<file path="src/rtl/ast_dma_sequencer_if.sv">
// Bundles the descriptor valid/ready channel and the DMA register-programming port.
// master = the sequencer (consumes descriptors, drives the DMA registers); slave = host/DMA side.
interface ast_dma_sequencer_if #(
  parameter int DATAWIDTH = 8
);
  logic                 cmd_valid;
  logic                 cmd_ready;
  logic [DATAWIDTH-1:0] cmd_cols;
  logic [DATAWIDTH-1:0] cmd_rows;
  logic [DATAWIDTH-1:0] cmd_stride;
  logic [1:0]           cmd_set;
  logic [DATAWIDTH-1:0] cmd_src;

  logic                 dma_write;
  logic [2:0]           dma_select;
  logic [DATAWIDTH-1:0] dma_data;
  logic                 dma_busy;

  modport master (
    input  cmd_valid, cmd_cols, cmd_rows, cmd_stride, cmd_set, cmd_src,
    output cmd_ready,
    output dma_write, dma_select, dma_data,
    input  dma_busy
  );

  modport slave (
    output cmd_valid, cmd_cols, cmd_rows, cmd_stride, cmd_set, cmd_src,
    input  cmd_ready,
    input  dma_write, dma_select, dma_data,
    output dma_busy
  );
endinterface

</file>
<file path="src/rtl/ast_dma_sequencer.sv">
// Descriptor FIFO plus FSM that programs the AST DMA register file, starts it and
// tracks completion through the falling edge of dma_busy.
module ast_dma_sequencer #(
  parameter int DATAWIDTH     = 8,
  parameter int DEPTH         = 4,
  parameter int START_TIMEOUT = 15
) (
  input  logic                 clk,
  input  logic                 rst,
  ast_dma_sequencer_if.master  bus,
  output logic                 seq_busy,
  output logic                 done,
  output logic [DATAWIDTH-1:0] done_count,
  output logic                 err_zero,
  output logic                 err_timeout
);

  localparam int AW = $clog2(DEPTH);
  localparam int TW = (START_TIMEOUT > 1) ? $clog2(START_TIMEOUT + 1) : 1;
  localparam logic [AW:0]   FULL_CNT = (AW + 1)'(DEPTH);
  localparam logic [TW-1:0] TMO_LAST = TW'(START_TIMEOUT - 1);
  localparam logic [2:0]    LAST_BEAT_DONE = 3'd6;

  localparam logic [2:0] SEL_COLS   = 3'd0;
  localparam logic [2:0] SEL_ROWS   = 3'd1;
  localparam logic [2:0] SEL_SET    = 3'd2;
  localparam logic [2:0] SEL_START  = 3'd3;
  localparam logic [2:0] SEL_SRC    = 3'd4;
  localparam logic [2:0] SEL_STRIDE = 3'd6;

  typedef struct packed {
    logic [DATAWIDTH-1:0] cols;
    logic [DATAWIDTH-1:0] rows;
    logic [DATAWIDTH-1:0] stride;
    logic [1:0]           set;
    logic [DATAWIDTH-1:0] src;
  } desc_t;

  typedef enum logic [2:0] {
    S_IDLE,
    S_PROG,
    S_WAIT_BUSY,
    S_WAIT_DONE,
    S_DONE
  } state_t;

  // Start goes last: the DMA latches its final address from registers current at start.
  function automatic logic [DATAWIDTH+2:0] beat_word(input logic [2:0] idx, input desc_t d);
    logic [DATAWIDTH+2:0] w;
    case (idx)
      3'd0:    w = {SEL_COLS, d.cols};
      3'd1:    w = {SEL_ROWS, d.rows};
      3'd2:    w = {SEL_STRIDE, d.stride};
      3'd3:    w = {SEL_SET, DATAWIDTH'(d.set)};
      3'd4:    w = {SEL_SRC, d.src};
      default: w = {SEL_START, DATAWIDTH'(1)};
    endcase
    return w;
  endfunction

  desc_t                fifo_q [DEPTH];
  logic [AW-1:0]        wr_ptr_q, rd_ptr_q;
  logic [AW:0]          cnt_q;
  desc_t                in_desc, head;
  logic                 full, push, pop;

  state_t               state_q, state_d;
  desc_t                desc_q, desc_d;
  logic [2:0]           beat_q, beat_d;
  logic [TW-1:0]        tmo_q, tmo_d;
  logic                 wr_q, wr_d;
  logic [2:0]           sel_q, sel_d;
  logic [DATAWIDTH-1:0] dat_q, dat_d;
  logic                 done_q, done_d;
  logic [DATAWIDTH-1:0] done_count_q, done_count_d;
  logic                 err_zero_q, err_zero_d;
  logic                 err_timeout_q, err_timeout_d;

  assign in_desc = '{cols:   bus.cmd_cols,
                     rows:   bus.cmd_rows,
                     stride: bus.cmd_stride,
                     set:    bus.cmd_set,
                     src:    bus.cmd_src};

  // Ready comes from the registered count only; a full FIFO never bypasses a pop.
  assign full          = (cnt_q == FULL_CNT);
  assign bus.cmd_ready = !full;
  assign push          = bus.cmd_valid && !full;
  assign head          = fifo_q[rd_ptr_q];

  always_ff @(posedge clk) begin
    if (push) begin
      fifo_q[wr_ptr_q] <= in_desc;
    end
  end

  always_ff @(posedge clk) begin
    if (!rst) begin
      wr_ptr_q <= '0;
      rd_ptr_q <= '0;
      cnt_q    <= '0;
    end else begin
      if (push) begin
        wr_ptr_q <= wr_ptr_q + AW'(1);
      end
      if (pop) begin
        rd_ptr_q <= rd_ptr_q + AW'(1);
      end
      case ({push, pop})
        2'b10:   cnt_q <= cnt_q + (AW + 1)'(1);
        2'b01:   cnt_q <= cnt_q - (AW + 1)'(1);
        default: cnt_q <= cnt_q;
      endcase
    end
  end

  always_comb begin
    state_d       = state_q;
    desc_d        = desc_q;
    beat_d        = beat_q;
    tmo_d         = tmo_q;
    wr_d          = 1'b0;
    sel_d         = '0;
    dat_d         = '0;
    done_d        = 1'b0;
    done_count_d  = done_count_q;
    err_zero_d    = err_zero_q;
    err_timeout_d = err_timeout_q;
    pop           = 1'b0;

    case (state_q)
      S_IDLE: begin
        if (cnt_q != '0) begin
          pop    = 1'b1;
          desc_d = head;
          if ((head.cols == '0) || (head.rows == '0)) begin
            err_zero_d = 1'b1;
          end else begin
            wr_d           = 1'b1;
            {sel_d, dat_d} = beat_word(3'd0, head);
            beat_d         = 3'd1;
            state_d        = S_PROG;
          end
        end
      end
      // beat_q holds the index of the beat to present next cycle.
      S_PROG: begin
        if (beat_q == LAST_BEAT_DONE) begin
          tmo_d   = '0;
          state_d = S_WAIT_BUSY;
        end else begin
          wr_d           = 1'b1;
          {sel_d, dat_d} = beat_word(beat_q, desc_q);
          beat_d         = beat_q + 3'd1;
        end
      end
      S_WAIT_BUSY: begin
        if (bus.dma_busy) begin
          state_d = S_WAIT_DONE;
        end else if (tmo_q == TMO_LAST) begin
          err_timeout_d = 1'b1;
          state_d       = S_IDLE;
        end else begin
          tmo_d = tmo_q + TW'(1);
        end
      end
      // The DMA finished flag is a level that never clears, so only busy falling counts.
      S_WAIT_DONE: begin
        if (!bus.dma_busy) begin
          done_d       = 1'b1;
          done_count_d = done_count_q + DATAWIDTH'(1);
          state_d      = S_DONE;
        end
      end
      S_DONE: begin
        state_d = S_IDLE;
      end
      default: begin
        state_d = S_IDLE;
      end
    endcase
  end

  always_ff @(posedge clk) begin
    if (!rst) begin
      state_q       <= S_IDLE;
      beat_q        <= '0;
      tmo_q         <= '0;
      wr_q          <= 1'b0;
      sel_q         <= '0;
      dat_q         <= '0;
      done_q        <= 1'b0;
      done_count_q  <= '0;
      err_zero_q    <= 1'b0;
      err_timeout_q <= 1'b0;
    end else begin
      state_q       <= state_d;
      beat_q        <= beat_d;
      tmo_q         <= tmo_d;
      wr_q          <= wr_d;
      sel_q         <= sel_d;
      dat_q         <= dat_d;
      done_q        <= done_d;
      done_count_q  <= done_count_d;
      err_zero_q    <= err_zero_d;
      err_timeout_q <= err_timeout_d;
    end
  end

  always_ff @(posedge clk) begin
    desc_q <= desc_d;
  end

  assign bus.dma_write  = wr_q;
  assign bus.dma_select = sel_q;
  assign bus.dma_data   = dat_q;

  assign seq_busy    = (state_q != S_IDLE) || (cnt_q != '0);
  assign done        = done_q;
  assign done_count  = done_count_q;
  assign err_zero    = err_zero_q;
  assign err_timeout = err_timeout_q;

endmodule

</file>
<file path="src/flat_wrapper.sv">
// flat-port wrapper written by rule: the top's interface ports become plain ports
module ast_dma_sequencer_flat 
#(
  parameter int DATAWIDTH     = 8,
  parameter int DEPTH         = 4,
  parameter int START_TIMEOUT = 15
)
  (clk, rst, seq_busy, done, done_count, err_zero, err_timeout, bus_cmd_valid, bus_cmd_cols, bus_cmd_rows, bus_cmd_stride, bus_cmd_set, bus_cmd_src, bus_cmd_ready, bus_dma_write, bus_dma_select, bus_dma_data, bus_dma_busy);
  ast_dma_sequencer_if #(.DATAWIDTH(DATAWIDTH)) bus_i ();
  input  logic clk;
  input  logic rst;
  output logic seq_busy;
  output logic done;
  output logic [DATAWIDTH-1:0] done_count;
  output logic err_zero;
  output logic err_timeout;
  input wire logic [$bits(bus_i.cmd_valid)-1:0] bus_cmd_valid;
  input wire logic [$bits(bus_i.cmd_cols)-1:0] bus_cmd_cols;
  input wire logic [$bits(bus_i.cmd_rows)-1:0] bus_cmd_rows;
  input wire logic [$bits(bus_i.cmd_stride)-1:0] bus_cmd_stride;
  input wire logic [$bits(bus_i.cmd_set)-1:0] bus_cmd_set;
  input wire logic [$bits(bus_i.cmd_src)-1:0] bus_cmd_src;
  output wire logic [$bits(bus_i.cmd_ready)-1:0] bus_cmd_ready;
  output wire logic [$bits(bus_i.dma_write)-1:0] bus_dma_write;
  output wire logic [$bits(bus_i.dma_select)-1:0] bus_dma_select;
  output wire logic [$bits(bus_i.dma_data)-1:0] bus_dma_data;
  input wire logic [$bits(bus_i.dma_busy)-1:0] bus_dma_busy;
  assign bus_i.cmd_valid = bus_cmd_valid;
  assign bus_i.cmd_cols = bus_cmd_cols;
  assign bus_i.cmd_rows = bus_cmd_rows;
  assign bus_i.cmd_stride = bus_cmd_stride;
  assign bus_i.cmd_set = bus_cmd_set;
  assign bus_i.cmd_src = bus_cmd_src;
  assign bus_cmd_ready = bus_i.cmd_ready;
  assign bus_dma_write = bus_i.dma_write;
  assign bus_dma_select = bus_i.dma_select;
  assign bus_dma_data = bus_i.dma_data;
  assign bus_i.dma_busy = bus_dma_busy;
  ast_dma_sequencer #(.DATAWIDTH(DATAWIDTH), .DEPTH(DEPTH), .START_TIMEOUT(START_TIMEOUT)) u_core (.clk(clk), .rst(rst), .bus(bus_i), .seq_busy(seq_busy), .done(done), .done_count(done_count), .err_zero(err_zero), .err_timeout(err_timeout));
endmodule
</file>
<file path="config.mk">
export PLATFORM = sky130hd
export DESIGN_NAME = ast_dma_sequencer_flat
export DESIGN_NICKNAME = d
export VERILOG_FILES = /design/src/rtl/ast_dma_sequencer_if.sv /design/src/rtl/ast_dma_sequencer.sv /design/src/flat_wrapper.sv
export SDC_FILE = /design/constraint.sdc
export NUM_CORES = 1
export LEC_CHECK = 0
export BUFFER_PORTS_ARGS = -buffer_cell sky130_fd_sc_hd__buf_2
export CAP_MARGIN = 5
export CORE_ASPECT_RATIO = 1.25
export CORE_UTILIZATION = 50
export CTS_CLUSTER_DIAMETER = 60
export DETAILED_ROUTE_END_ITERATION = 7
export PLACE_DENSITY_LB_ADDON = 0.2
export SLEW_MARGIN = 20
export SYNTH_ARGS = -nofsm -noshare
export SYNTH_HDL_FRONTEND = slang
export SYNTH_SLANG_ARGS = --single-unit
</file>
<file path="constraint.sdc">
create_clock -name clk -period 9.74 [get_ports clk]
set_input_delay 1.461 -clock clk [delete_from_list [all_inputs] [get_ports clk]]
set_output_delay 1.461 -clock clk [all_outputs]
set_load 0.01 [all_outputs]
</file>
-- Yosys cells after proc, flatten, opt, wreduce, memory -nomap -nowiden
Memories as Yosys holds them, arrays and structs flattened. A register that Yosys moved wholly into a read port is not among the register bits.
Cells that the tools add are included.
Widths: inputs -> output; s select.
- add/subtract/negate cells: 7
- eq/ne operators: 20
- muxes and demuxes: 30
- bitwise operators: 3
- reductions and logical operators: 22
- operators with widths (cell ; count):
    $pmux 11 s5 ; 1
    $mux 8 ; 3
    $mux 3 ; 7
    $logic_not 8->1 ; 2
    $pmux 8 s2 ; 1
    $eq 3x2->1 const B ; 4
    $mux 4 ; 3
    $pmux 3 s2 ; 2
    $pmux 3 s4 ; 1
    $ne 2x2->1 const B ; 5
    $eq 3x3->1 const B ; 3
    $add 8x1->8 const B ; 1
    $mux 1 ; 8
    $pmux 4 s2 ; 1
    $reduce_and 4->1 ; 2
    $add 3x1->3 const B ; 2
    $eq 3x1->1 const B ; 2
    $logic_not 3->1 ; 2
    $reduce_and 2->1 ; 3
    $reduce_and 3->1 ; 2
    $reduce_bool 2->1 ; 3
    $reduce_bool 3->1 ; 2
    $reduce_and 5->1 ; 1
    $add 2x1->2 const B ; 2
    14 further kinds ; 19
- bits in registers: 74
- bits in writable memories: 136
- bits of input ports: 38
- output and inout bits: 25
- logic and storage cells: 101
- memories kept: 1
- memory list (name ; depth ; bits a word ; rd ports ; clocked after Yosys merged registers in ; write ports ; RTL line ; RTL):
    u_core.fifo_q ; 4 ; 34 ; 1 ; 1 ; 1 ; ast_dma_sequencer.sv:61 ; desc_t fifo_q [DEPTH];

-- Longest topological paths before layout
- word-level depth: 5
- gate-level depth with buffers: 9
- mapped depth without buffers: 9

-- Worst setup path after synthesis
No wires, ideal clock.
- path type: register to register
- from: reg u_core.state_q[2]
- to: reg u_core.cnt_q[2]
- arrival: 3.257 ns
- path slack: 6.413 ns
- cell stages (with the launch flop): 10
- buffers on the path: 1
- cell sequence: dfxtp_1 -> nor3_1 -> nor2b_1 -> clkbuf_1 -> ha_1 -> inv_1 -> fa_1 -> xor2_1 -> or3_1 -> a21oi_1
- longest elaborated chain between the ends: 4
- ends and longest elaborated chain (item ; RTL line ; RTL):
    start, declared ; ast_dma_sequencer.sv:67 ; state_t state_q, state_d;
    start signal, assigned ; ast_dma_sequencer.sv:197 ; state_q <= state_d;
    $logic_not 3->1 (*) ; ast_dma_sequencer.sv:131 ; case (state_q)
    $mux 1 (*) ; ast_dma_sequencer.sv:131 ;
    named net u_core.pop ; ast_dma_sequencer.sv:65 ; logic full, push, pop;
    $eq 2x1->1 or $eq 2x2->1 (tied branches) ; ast_dma_sequencer.sv:109 ; case ({push, pop})
    $pmux 3 s2 or $reduce_bool 2->1 (tied branches) ; n/a ;
    end signal, assigned ; ast_dma_sequencer.sv:110 ; 2'b10: cnt_q <= cnt_q + (AW + 1)'(1);
    end signal, assigned ; ast_dma_sequencer.sv:111 ; 2'b01: cnt_q <= cnt_q - (AW + 1)'(1);
    end signal, assigned ; ast_dma_sequencer.sv:112 ; default: cnt_q <= cnt_q;
    end, declared ; ast_dma_sequencer.sv:63 ; logic [AW:0] cnt_q;
The timed path passes the listed nets; every way through them passes the cells marked *.
A chain may end at the register's enable or synchronous reset.

-- Final worst setup path
- from: reg u_core.cnt_q[0]
- to: out seq_busy
- longest elaborated chain between the ends: 2
- ends and longest elaborated chain (item ; RTL line ; RTL):
    $reduce_bool 3->1 ; ast_dma_sequencer.sv:218 ; assign seq_busy = (state_q != S_IDLE) || (cnt_q != '0);
    $logic_or 1x1->1 ; ast_dma_sequencer.sv:218 ;
    end, declared ; flat_wrapper.sv:12 ; output logic seq_busy;
Every way passes these cells.

==> impl_metrics.yaml <==
placed_design:
  post-place-ws_ps: 6410
  dp_cells: 712
  place_congestion: 0.794
  place.port_buffers: 62
  hpwl_um: 8990
global_routing:
  grt_overflow: 0
  grt.busiest_layer: "met2"
  antenna_found_initial: 0
  grt_util_met2: 0.328
  grt_start_max_net_pins: 41
  first_global_vias: 4327
  grtUsageMet1: 0.228
  gr-usage-met3: 0.0272
  grtUsageTotal: 0.183
  grt_pass1_wl_um: 22900
cells_and_area:
  nNetsFinal: 576
  syn_to_final_growth_pct: 14.3
  antenna_cells: 0
  final_layout_size_suffix_gt1_frac: 0.258
  fill_cells: 1213
  instances_no_fill: 747
critical_path:
  worst-path-max-fanout: 5
  critPathArrivalTime_ps: 1770
  worstSetupStartpointType: "flip-flop"
  setup.worst_path.end_class: "output pin"
  r2r-start: "u_core.state_q[2]"
  crit_start: "u_core.cnt_q[0]"
  cp.required_ps: 8280
  path_class: "reg2out"
synth:
  synth-edff-count: 170
  synth_ff_type: "edfxtp_1"
  synth.distinct_cells: 50
  ys_seq_area_frac: 0.735
  synth_warnings: 0
  async_flop_share: 0
  synthCells: 453
  syn-cell-area_mm2: 0.00809
  syn_nets: 505
  synth_seq_cells: 212
  synth_area_per_cell_um2: 17.9
clock_network:
  post_cts_buffers: 0
  cts_root_buffer: "clkbuf_16"
  cts_tree: "done"
  cts_sinks: 212
  clk_path_buf_depth: 3
  cts_made_buffers: 21
  clock_latency_ps: 480
  hold_buffers: 0
  h-tree-depth: 1
  clk_pin_slew_ps: 60
  cts.repair.resized: 0
flow_run:
  drv_cap: 0
detailed_routing:
  vias: 4170
  viasPerCell: 5.58
  wl_um: 14500
  routedWlPerCell_um: 19.5
  ant_nets: 0
  first_iter_violations: 226
  drt_drc_violations_left: 0
  first_pass_iters: 5
sta:
  finalMaxSlewViolations: 0
  setup_viol: 0
  worst_hold_slack_ps: 480
  finClkSkew_ps: 6.35
  grt_setup_unrepaired: "no"
  fin_ws_ps: 6510
  hold_viol: 0
  tightest_slew_ps: 750
  finalSetupTns_ps: 0
  fmax_mhz: 310
  relSlewSlack: 0.496
  period_needed_ps: 3230
  fin_crit_sh: 0.331
power_and_ir_drop:
  leakage_nw: 3.14
  ir_drop_v: 0.000163
  power_density_mw_per_mm2: 280
floorplan:
  die_w_um: 116
  die_h_um: 144
  rows: 51
  design.die.area_mm2: 0.0167
  start_util: 0.516
  pin_count: 63
  core_mm2: 0.0157
min_path:
  hp-class: "reg2reg"
  hold_start: "u_core.err_zero"
status:
  outcome: "completed"
cell usage after synthesis (all sizes together) (4+ instances only):
cell / number / area, um^2
edfxtp: 170 / 5100
dfxtp: 42 / 841
mux4: 34 / 766
nor2: 18 / 67.6
clkbuf: 16 / 60.1
inv: 14 / 52.6
o21ai: 14 / 70.1
ha: 13 / 163
nand2: 13 / 48.8
nand3: 13 / 65.1
a21oi: 10 / 50.1
xor2: 9 / 78.8
a222oi: 8 / 80.1
a32o: 7 / 70.1
and3: 7 / 43.8
nor3: 7 / 35.0
buf: 6 / 57.6
and2: 4 / 25.0
nand4: 4 / 25.0
nor4: 4 / 52.6
worst paths after layout:
check,end,slack (ps),depth (start not counted)
setup / recovery,seq_busy,6510,3
setup reg to reg,u_core.cnt_q[2],6880,9
hold / removal,u_core.err_zero,480,2
hold reg to reg,u_core.err_zero,480,2
critical path: stages (launching register included):
cell     delay (ps)
dfxtp_1         340
nor3_1          640
nand2_1         130
buf_2           180
metrics by stage:
step            util  total power, W  instance area [um^2]
4_1_cts        0.587         0.00260                  9220
5_1_grt        0.589         0.00271                  9250
6_report       0.589         0.00259                  9250
3_5_place_dp   0.549         0.00187                  8610
2_1_floorplan      -         0.00169                  8090
3_3_place_gp   0.549         0.00186                  8610
cell families (layout without fill, tap and decap cells):
logic type                 Yosys count  count (layout)  share of synthesized area
muxes                               36              36                     0.0971
AOI/OAI and AO/OA                   57              57                     0.0523
and+or+nand+nor                     86              86                     0.0594
adders and majority gates           14              14                     0.0226
DFF                                212             212                      0.735
xor gates and xnor gates            12              12                     0.0130
buffers and inverters               36             118                     0.0210
final cells by class:
class	instances	area [um^2]	area share
clock buffer	24	537	0.0580
clock inverter	10	71.3	0.00771
tap	212	265	0.0287
sequential	212	5950	0.643
inverter	14	52.6	0.00568
timing repair buffer	70	390	0.0422
multi-input combinational	205	1990	0.215
report_power, final:
| part | switching, W | internal [W] | total (W) |
|---|---|---|---|
| sequential | 0.0000723 | 0.00122 | 0.00129 |
| combinational | 0.000340 | 0.000240 | 0.000580 |
| clock | 0.000305 | 0.000418 | 0.000723 |
| total | 0.000718 | 0.00187 | 0.00259 |
state kept, by name, summed over array words and instances (netlist names), named ones only:
| name | cells |
|---|---|
| u_core.beat_q | 3 |
| u_core.desc_q | 34 |
| u_core.done_count | 8 |
| u_core.err_zero | 1 |
| u_core.bus.dma_select | 3 |
| u_core.fifo_q | 136 |
| u_core.tmo_q | 4 |
| u_core.rd_ptr_q | 2 |
| u_core.cnt_q | 3 |
| u_core.wr_ptr_q | 2 |
| u_core.bus.dma_write | 1 |
| u_core.state_q | 3 |
| u_core.err_timeout | 1 |
| u_core.done | 1 |
| u_core.bus.dma_data | 8 |
metal layers:
layer  up-vias  share of wire
met5         -              0
met4         0          0.022
met3        27          0.043
met2        94           0.53
met1      2113           0.41
li1       1936              -
placed cells by master, fill, tap and decap left out, types with 3 or more instances in the layout:
cell type,instances
a31oi_1,3
clkbuf_1,3
nand3_1,13
and3_1,7
ha_1,13
a32o_1,7
xor2_1,9
nand2_1,13
o21ai_0,11
nand3b_1,3
o21ai_1,3
nor3_1,6
edfxtp_1,170
nand4_1,4
mux4_2,34
nor2_1,18
dfxtp_1,41
inv_1,14
or3_1,3
clkbuf_16,21
xnor2_1,3
a21oi_1,10
buf_2,62
and2_1,4
a222oi_1,8
clkinv_1,6
buf_4,7
Power figures use the tool's default switching activity.
